--- src/rtl/macc_seq_if.sv ---
// Operand-stream and result handshake bundle for the MACC sequencer.
// master = feeder/writeback side, slave = macc_seq side.
interface macc_seq_if #(
  parameter int ACC_W = 24
);
  logic                    in_valid;
  logic                    in_ready;
  logic signed [7:0]       in_x;
  logic signed [7:0]       in_y;
  logic                    out_valid;
  logic                    out_ready;
  logic signed [ACC_W-1:0] out_acc;
  logic                    out_ovf;

  modport master (
    output in_valid, in_x, in_y, out_ready,
    input  in_ready, out_valid, out_acc, out_ovf
  );

  modport slave (
    input  in_valid, in_x, in_y, out_ready,
    output in_ready, out_valid, out_acc, out_ovf
  );
endinterface

--- src/rtl/macc_seq.sv ---
// macc_seq: sequencing controller for the shared 8x8 signed Booth multiplier.
// Registers each accepted operand pair into the multiplier, accumulates the
// sign-extended 15-bit product one cycle later, and returns the dot product
// through a valid/ready handshake.
// Optional feature macro: MACC_SAT_EN (saturating accumulate + sticky out_ovf);
// when undefined the accumulator wraps and out_ovf is tied low.
module macc_seq #(
  parameter int ACC_W = 24,
  parameter int LEN_W = 8
) (
  input  logic                    clk,
  input  logic                    rst,
  input  logic                    start,
  input  logic [LEN_W-1:0]        len,
  output logic                    busy,
  output logic signed [7:0]       mul_x,
  output logic signed [7:0]       mul_y,
  input  logic signed [14:0]      mul_p,
  macc_seq_if.slave               io
);

  typedef enum logic [1:0] {IDLE, RUN, DRAIN, DONE} state_t;

  state_t                  state;
  state_t                  state_nxt;
  logic [LEN_W-1:0]        len_q;
  logic [LEN_W-1:0]        cnt;
  logic                    hs_p0;
  logic                    vld_p1;
  logic                    start_ok;
  logic                    last_p0;
  logic signed [ACC_W-1:0] acc;

`ifdef MACC_SAT_EN
  localparam logic signed [ACC_W-1:0] ACC_MAX = {1'b0, {(ACC_W-1){1'b1}}};
  localparam logic signed [ACC_W-1:0] ACC_MIN = {1'b1, {(ACC_W-1){1'b0}}};

  logic ovf;

  // One extra guard bit: overflow shows as the guard and sign bits disagreeing.
  function automatic logic signed [ACC_W:0] wide_sum(
    input logic signed [ACC_W-1:0] a,
    input logic signed [14:0]      p
  );
    return {a[ACC_W-1], a} + {{(ACC_W-14){p[14]}}, p};
  endfunction

  function automatic logic sat_hit(input logic signed [ACC_W:0] s);
    return s[ACC_W] != s[ACC_W-1];
  endfunction

  function automatic logic signed [ACC_W-1:0] sat_clip(input logic signed [ACC_W:0] s);
    if (sat_hit(s)) return s[ACC_W] ? ACC_MIN : ACC_MAX;
    return s[ACC_W-1:0];
  endfunction
`else
  function automatic logic signed [ACC_W-1:0] wrap_add(
    input logic signed [ACC_W-1:0] a,
    input logic signed [14:0]      p
  );
    return a + {{(ACC_W-15){p[14]}}, p};
  endfunction
`endif

  assign start_ok = start && (state == IDLE);
  assign hs_p0    = io.in_valid && (state == RUN);
  assign last_p0  = (cnt + LEN_W'(1)) == len_q;

  // State register; reset aborts any dot product in flight.
  always_ff @(posedge clk or posedge rst) begin
    if (rst) state <= IDLE;
    else     state <= state_nxt;
  end

  // Next-state and handshake outputs, all decoded from the state.
  always_comb begin
    state_nxt    = state;
    busy         = 1'b1;
    io.in_ready  = 1'b0;
    io.out_valid = 1'b0;
    case (state)
      IDLE: begin
        busy = 1'b0;
        if (start) state_nxt = (len == '0) ? DONE : RUN;
      end
      RUN: begin
        io.in_ready = 1'b1;
        if (hs_p0 && last_p0) state_nxt = DRAIN;
      end
      DRAIN: state_nxt = DONE;
      DONE: begin
        io.out_valid = 1'b1;
        if (io.out_ready) state_nxt = IDLE;
      end
      default: state_nxt = IDLE;
    endcase
  end

  // Term counter, latched length and product-valid flag.
  always_ff @(posedge clk or posedge rst) begin
    if (rst) begin
      len_q  <= '0;
      cnt    <= '0;
      vld_p1 <= 1'b0;
    end else begin
      vld_p1 <= hs_p0;
      if (start_ok) begin
        len_q <= len;
        cnt   <= '0;
      end else if (hs_p0) begin
        cnt <= cnt + LEN_W'(1);
      end
    end
  end

  // ---- stage p0 -> p1: operand register feeding the multiplier ----
  // Operands hold when no pair is accepted so the product input stays quiet.
  always_ff @(posedge clk or posedge rst) begin
    if (rst) begin
      mul_x <= '0;
      mul_y <= '0;
    end else if (hs_p0) begin
      mul_x <= io.in_x;
      mul_y <= io.in_y;
    end
  end

  // ---- stage p1 -> acc: accumulate the product one cycle after acceptance ----
`ifdef MACC_SAT_EN
  // Saturating accumulate with a sticky clamp flag, both cleared on start.
  always_ff @(posedge clk or posedge rst) begin
    if (rst) begin
      acc <= '0;
      ovf <= 1'b0;
    end else if (start_ok) begin
      acc <= '0;
      ovf <= 1'b0;
    end else if (vld_p1) begin
      acc <= sat_clip(wide_sum(acc, mul_p));
      ovf <= ovf | sat_hit(wide_sum(acc, mul_p));
    end
  end

  assign io.out_ovf = ovf;
`else
  // Wrap-around accumulate, cleared on start.
  always_ff @(posedge clk or posedge rst) begin
    if (rst)           acc <= '0;
    else if (start_ok) acc <= '0;
    else if (vld_p1)   acc <= wrap_add(acc, mul_p);
  end

  assign io.out_ovf = 1'b0;
`endif

  assign io.out_acc = acc;

endmodule

--- src/flat_wrapper.sv ---
// flat-port wrapper written by rule: the top's interface ports become plain ports
module macc_seq_flat 
#(
  parameter int ACC_W = 24,
  parameter int LEN_W = 8
)
  (clk, rst, start, len, busy, mul_x, mul_y, mul_p, io_in_valid, io_in_x, io_in_y, io_out_ready, io_in_ready, io_out_valid, io_out_acc, io_out_ovf);
  macc_seq_if #(.ACC_W(ACC_W)) io_i ();
  input  logic clk;
  input  logic rst;
  input  logic start;
  input  logic [LEN_W-1:0] len;
  output logic busy;
  output logic signed [7:0] mul_x;
  output logic signed [7:0] mul_y;
  input  logic signed [14:0] mul_p;
  input wire logic [$bits(io_i.in_valid)-1:0] io_in_valid;
  input wire logic [$bits(io_i.in_x)-1:0] io_in_x;
  input wire logic [$bits(io_i.in_y)-1:0] io_in_y;
  input wire logic [$bits(io_i.out_ready)-1:0] io_out_ready;
  output wire logic [$bits(io_i.in_ready)-1:0] io_in_ready;
  output wire logic [$bits(io_i.out_valid)-1:0] io_out_valid;
  output wire logic [$bits(io_i.out_acc)-1:0] io_out_acc;
  output wire logic [$bits(io_i.out_ovf)-1:0] io_out_ovf;
  assign io_i.in_valid = io_in_valid;
  assign io_i.in_x = io_in_x;
  assign io_i.in_y = io_in_y;
  assign io_i.out_ready = io_out_ready;
  assign io_in_ready = io_i.in_ready;
  assign io_out_valid = io_i.out_valid;
  assign io_out_acc = io_i.out_acc;
  assign io_out_ovf = io_i.out_ovf;
  macc_seq #(.ACC_W(ACC_W), .LEN_W(LEN_W)) u_core (.clk(clk), .rst(rst), .start(start), .len(len), .busy(busy), .mul_x(mul_x), .mul_y(mul_y), .mul_p(mul_p), .io(io_i));
endmodule
--- config.mk ---
export PLATFORM = sky130hd
export DESIGN_NAME = macc_seq_flat
export DESIGN_NICKNAME = d
export VERILOG_FILES = /design/src/rtl/macc_seq_if.sv /design/src/rtl/macc_seq.sv /design/src/flat_wrapper.sv
export SDC_FILE = /design/constraint.sdc
export NUM_CORES = 1
export LEC_CHECK = 0
export CAP_MARGIN = 25
export CORE_UTILIZATION = 47
export CTS_BUF_LIST = sky130_fd_sc_hd__clkbuf_4
export CTS_CLUSTER_DIAMETER = 50
export DETAILED_ROUTE_END_ITERATION = 8
export HOLD_SLACK_MARGIN = 0.15
export PLACE_DENSITY = 0.82
export SKIP_CTS_REPAIR_TIMING = 1
export SLEW_MARGIN = 20
export SYNTH_ARGS = -nofsm -noshare
export SYNTH_HDL_FRONTEND = slang
export SYNTH_SLANG_ARGS = --single-unit
--- constraint.sdc ---
create_clock -name clk -period 2.1 [get_ports clk]
set_input_delay 0.63 -clock clk [delete_from_list [all_inputs] [get_ports clk]]
set_output_delay 0.63 -clock clk [all_outputs]
set_load 0.005 [all_outputs]
# Word-level counts from Yosys, hierarchy flattened
# Cells that the tools add are included.
# Widths: inputs -> output; s select.
[op_classes]
n_addsub = 2
n_eq_ne = 7
mux = 12
reduce_logical = 8
[op_table]
columns = ["cell", "n"]
rows = [
  ["$mux 24", 2],
  ["$add 24x24->24", 1],
  ["$mux 8", 2],
  ["$add 8x1->8 const B", 1],
  ["$eq 8x8->1", 1],
  ["$logic_not 8->1", 1],
  ["$mux 2", 4],
  ["$pmux 2 s4", 1],
  ["$ne 2x2->1 const B", 3],
  ["$eq 2x2->1 const B", 2],
  ["$reduce_bool 2->1", 2],
  ["$logic_and 1x1->1", 3],
  ["$mux 1", 3],
  ["$reduce_and 3->1", 1],
  ["$eq 2x1->1 const B", 1],
  ["$logic_not 2->1", 1],
]
[totals]
regBits = 59
inputBits = 44
output_inout_bits = 44
wordCells = 36

# Longest topological paths before layout
[logic_depth]
depth_word = 5
ltp_mapped = 10
depth_no_buf = 10

# Worst setup path before layout
# No wires, ideal clock.
[synth_path]
path_kind = "in2reg"
from = "in mul_p[7]"
to = "reg u_core.acc[18] (netlist: u_core.io.out_acc[18])"
setup_time_ns = 0.136
t_arrival_ns = 2.354
required_ns = 1.964
slack_ns = -0.391
cell_stages = 7
path_buffers = 0
cell_sequence = "ha_1 > a2111oi_4 > a21boi_2 > a221o_1 > a311o_1 > nand3_1 > a21oi_1"
[synth_between]
elab_chain_len = 3
[synth_rtl]
columns = ["item", "line", "source"]
rows = [
  ["from (decl)", "flat_wrapper.sv:16", "input logic signed [14:0] mul_p;"],
  ["$add 24x24->24", "macc_seq.sv:61", "return a + {{(ACC_W-15){p[14]}}, p};"],
  ["$mux 24", "macc_seq.sv:150", "else if (vld_p1) acc <= wrap_add(acc, mul_p);"],
  ["$mux 24", "macc_seq.sv:149", "else if (start_ok) acc <= '0;"],
  ["to (signal assigned)", "macc_seq.sv:150", ""],
  ["to (decl)", "macc_seq.sv:32", "logic signed [ACC_W-1:0] acc;"],
]
# No other way between the ends. The select of a mux whose other input is x is not followed.
# A chain may end at the register's enable or synchronous reset.

# Worst setup path after layout
[layout_path]
from = "reg u_core.acc[3] (netlist: u_core.io.out_acc[3])"
to = "reg u_core.acc[21] (netlist: u_core.io.out_acc[21])"
[layout_between]
elab_chain_len = 3
[layout_rtl]
columns = ["item", "line"]
rows = [
  ["$add 24x24->24", "macc_seq.sv:61"],
  ["$mux 24", "macc_seq.sv:150"],
  ["$mux 24", "macc_seq.sv:149"],
]
# No other way between the ends. The select of a mux whose other input is x is not followed.

==> run_results.csv <==
group,metric,value,unit
global_routing,track_usage,26.2,%
synthesis,ys_async_sr_fraction,100,%
sta,rsz0062_at_grt,"yes",
synthesis,post-synth-top-area-fraction,37.7,%
final_layout,ff_latch_area,1480,sq um
critical_path,crit_slowest_cell,"dfrtp_1",
run_status,status,"finished with violations",
final_layout,multi_input_area,2750,sq um
final_layout,final_util,79.5,%
final_layout,drive_gt1_share,29.5,%
placement,placed_area,5620,sq um
synthesis,syn-instance-count,460,
die,ios,88,
sta,worst_slew_pin_slew,0.718,ns
synthesis,syn_area,3920,sq um
power,power_density,1330,nW/um^2
drt,drtIter0Drc,275,
sta,timing.fmax,430,MHz
sta,worst_clock_skew,0.0170,ns
sta,period_share,111,%
clock_tree,clk_latency,0.43,ns
clock_tree,clkTransAtPathRegs,0.11,ns
final_layout,fillers,501,
drt,ant_nets,0,
die,initial_core_util,49.6,%
drt,num_vias,4232,
placement,pre_cts_slack,-0.907,ns
critical_path,crit_required,2.42,ns
sta,layout_setup_ws,-0.225,ns
sta,relSlewSlack,52.2,%
synthesis,ys_seq_area_share,37.7,%
global_routing,grt_max_degree,24,
drt,wl_per_cell,16.8,microns
sta,drv_slew,0,
die,core_area,7890,sq um
synthesis,synth_common_cells,"104 x nand2_1, 59 x dfrtp_1, 34 x a21oi_1",
final_layout,diodes,0,
drt,drc,0,
die,die_x,93.3,microns
global_routing,grt_overflow_total,0,
clock_tree,cts_sinks,59,
sta,setup_viol,12,
run,maxCapViolCount,0,
critical_path,cp-end-kind,"flop",
drt,vias_per_cell,5.70,
power,p_leak,3.08,nW
drt,dr.pass1.iters,4,
clock_tree,clockBufferDepth,2,
drt,routed_wl,12500,microns
sta,tns,-1.62,ns
synthesis,netlist_top_cells_area,"dfrtp_1 38%, nand2_1 10%, ha_1 9.3%, a21oi_1 4.3%, xor2_1 4.0%",
worst_hold_path,hold_class,"reg -> reg",
clock_tree,cts_max_level,3,
run_status,failed_checks,"setup timing",
clock_tree,cts_buffers,9,
global_routing,met1_usage,30.3,%
die,die_h,93.3,microns
sta,hold_viol_final,0,
final_layout,nets,710,
synthesis,ys_ff_latch,59,
placement,dpl.cell_count,705,
die,die_area,8700,sq um
global_routing,grt_use_met3,5.93,%
critical_path,cp_max_fo,5,
placement,place_congestion,0.927,
synthesis,synth.distinct_cells,54,
placement,portBuffers,86,
synthesis,synth_nets,534,
placement,hpwl,8120,microns
critical_path,critPathMaxStageDelay,0.46,ns
critical_path,crit_chain,"ha_4 > nand2_4 > o41ai_4 > nand2_1 > nand2_2 > a2111oi_4 > buf_4 > or3_1 > and3_1",
sta,period_needed,2.32,ns
critical_path,crit_path_start_kind,"flop",
global_routing,grt_pass1_wl,18000,microns
sta,hold_ws,0.485,ns
global_routing,met2_usage,46.5,%
synthesis,synth-main-ff-cell,"dfrtp_1",
global_routing,grt_antenna_before_repair,0,
synthesis,yosys.area.top_type,"dfrtp_1",
critical_path,worst_ep_arrival_time,2.65,ns
clock_tree,cts_tree,"yes",
power,p_total,8.34,mW
clock_tree,ctsRootBufferMaster,"clkbuf_4",
power,peakVddDrop,726,uV
synthesis,yosysMostFrequentCell,"nand2_1",
final_layout,fin_cells,743,
final_layout,syn2layout_area_growth,60.2,%
global_routing,grt-busiest-layer,"met2",
synthesis,yosysWarnings,0,
synthesis,synth_edf_count,0,
synthesis,post_synth.cell_area_avg,8.51,sq um
die,row_count,32,
global_routing,grt_pass1_vias,4071,
critical_path,critPathKind,"reg -> reg",
final_layout,final_area,6270,sq um
[power breakdown]
| group | leakage, nW | total [mW] | switching, mW | internal, mW |
|---|---|---|---|---|
| sequential | 0.756 | 2.04 | 0.453 | 1.59 |
| clock | 0.0717 | 0.830 | 0.473 | 0.357 |
| combinational | 2.25 | 5.47 | 2.53 | 2.94 |
| total | 3.08 | 8.34 | 3.45 | 4.89 |
[layout by cell type (no fill, tap or decap), types with 4 or more instances in the layout]
cell | synthesis | routed
o21ai_1 | 6 | 5
dfrtp_1 | 59 | 58
mux2i_1 | 10 | 10
and3_1 | 5 | 5
nand2_1 | 104 | 101
a211oi_1 | 6 | 4
o21ai_0 | 16 | 16
xor2_1 | 18 | 18
nor2_1 | 31 | 28
a21o_1 | 4 | 4
xnor2_1 | 12 | 12
inv_1 | 17 | 12
o211ai_1 | 5 | 5
buf_4 | 1 | 88
ha_1 | 29 | 9
nor2_2 | 1 | 4
a21oi_1 | 34 | 22
a31oi_1 | 8 | 7
dlymetal6s2s_1 | 0 | 24
clkdlybuf4s50_1 | 0 | 61
buf_6 | 0 | 7
a21oi_2 | 2 | 13
clkbuf_4 | 0 | 9
inv_2 | 0 | 5
ha_4 | 0 | 18
nor3_1 | 11 | 8
nand3_1 | 17 | 15
[worst max-delay path, delay by kind of cell (launching register included)]
kind | cells | cell delay, ns
AOI/OAI and AO/OA | 2 | 0.51
adders and majority gates | 1 | 0.33
buffers and inverters | 1 | 0.14
DFF | 1 | 0.46
and+or+nand+nor | 5 | 0.78
[cell type report]
class                      count  area share (%)
clock buffer                   9            1.08
sequential                    59            23.6
clock inverter                 7            1.10
timing repair buffer         184            27.3
multi-input combinational    365            43.9
inverter                      17            1.02
tap                          102            2.03
[registers in the layout, indices dropped and copies added (netlist names)]
name               count
u_core.vld_p1          1
u_core.mul_x           8
u_core.cnt             8
u_core.mul_y           8
u_core.io.out_acc     24
u_core.state           2
u_core.len_q           8
[path summary, 6_finish.rpt]
| path | start | end | slack [ns] | cells after the start |
|---|---|---|---|---|
| min in group asynchronous | rst | u_core.mul_x[2] | 0.51 | 2 |
| max in group asynchronous | rst | u_core.io.out_acc[23] | 1.10 | 3 |
| worst min register to register | u_core.mul_x[3] | u_core.mul_x[3] | 0.49 | 2 |
| worst max-delay path | u_core.io.out_acc[3] | u_core.io.out_acc[21] | -0.22 | 9 |
| worst min-delay path | u_core.mul_x[3] | u_core.mul_x[3] | 0.49 | 2 |
| worst max register to register | u_core.io.out_acc[3] | u_core.io.out_acc[21] | -0.22 | 9 |
[layer usage]
layer,part of all wire (%),wire (microns)
met1,40,5010
met2,49,6180
met3,6.9,866
met4,3.6,455
met5,0,0
[cell families (layout without fill, tap and decap cells)]
| group | count (synthesis) | in the layout | share of synthesized area, % |
|---|---|---|---|
| flip-flops | 59 | 59 | 37.7 |
| AO/OA/AOI/OAI | 102 | 102 | 18.1 |
| multiplexers | 10 | 10 | 2.56 |
| other | 1 | 1 | 0.0958 |
| buffers and inverters | 36 | 217 | 3.64 |
| adder cells (fa/ha/maj) | 30 | 30 | 9.78 |
| XOR/XNOR | 30 | 30 | 6.71 |
| AND/OR/NAND/NOR | 192 | 192 | 21.4 |
(Power assumes the default switching activity.)
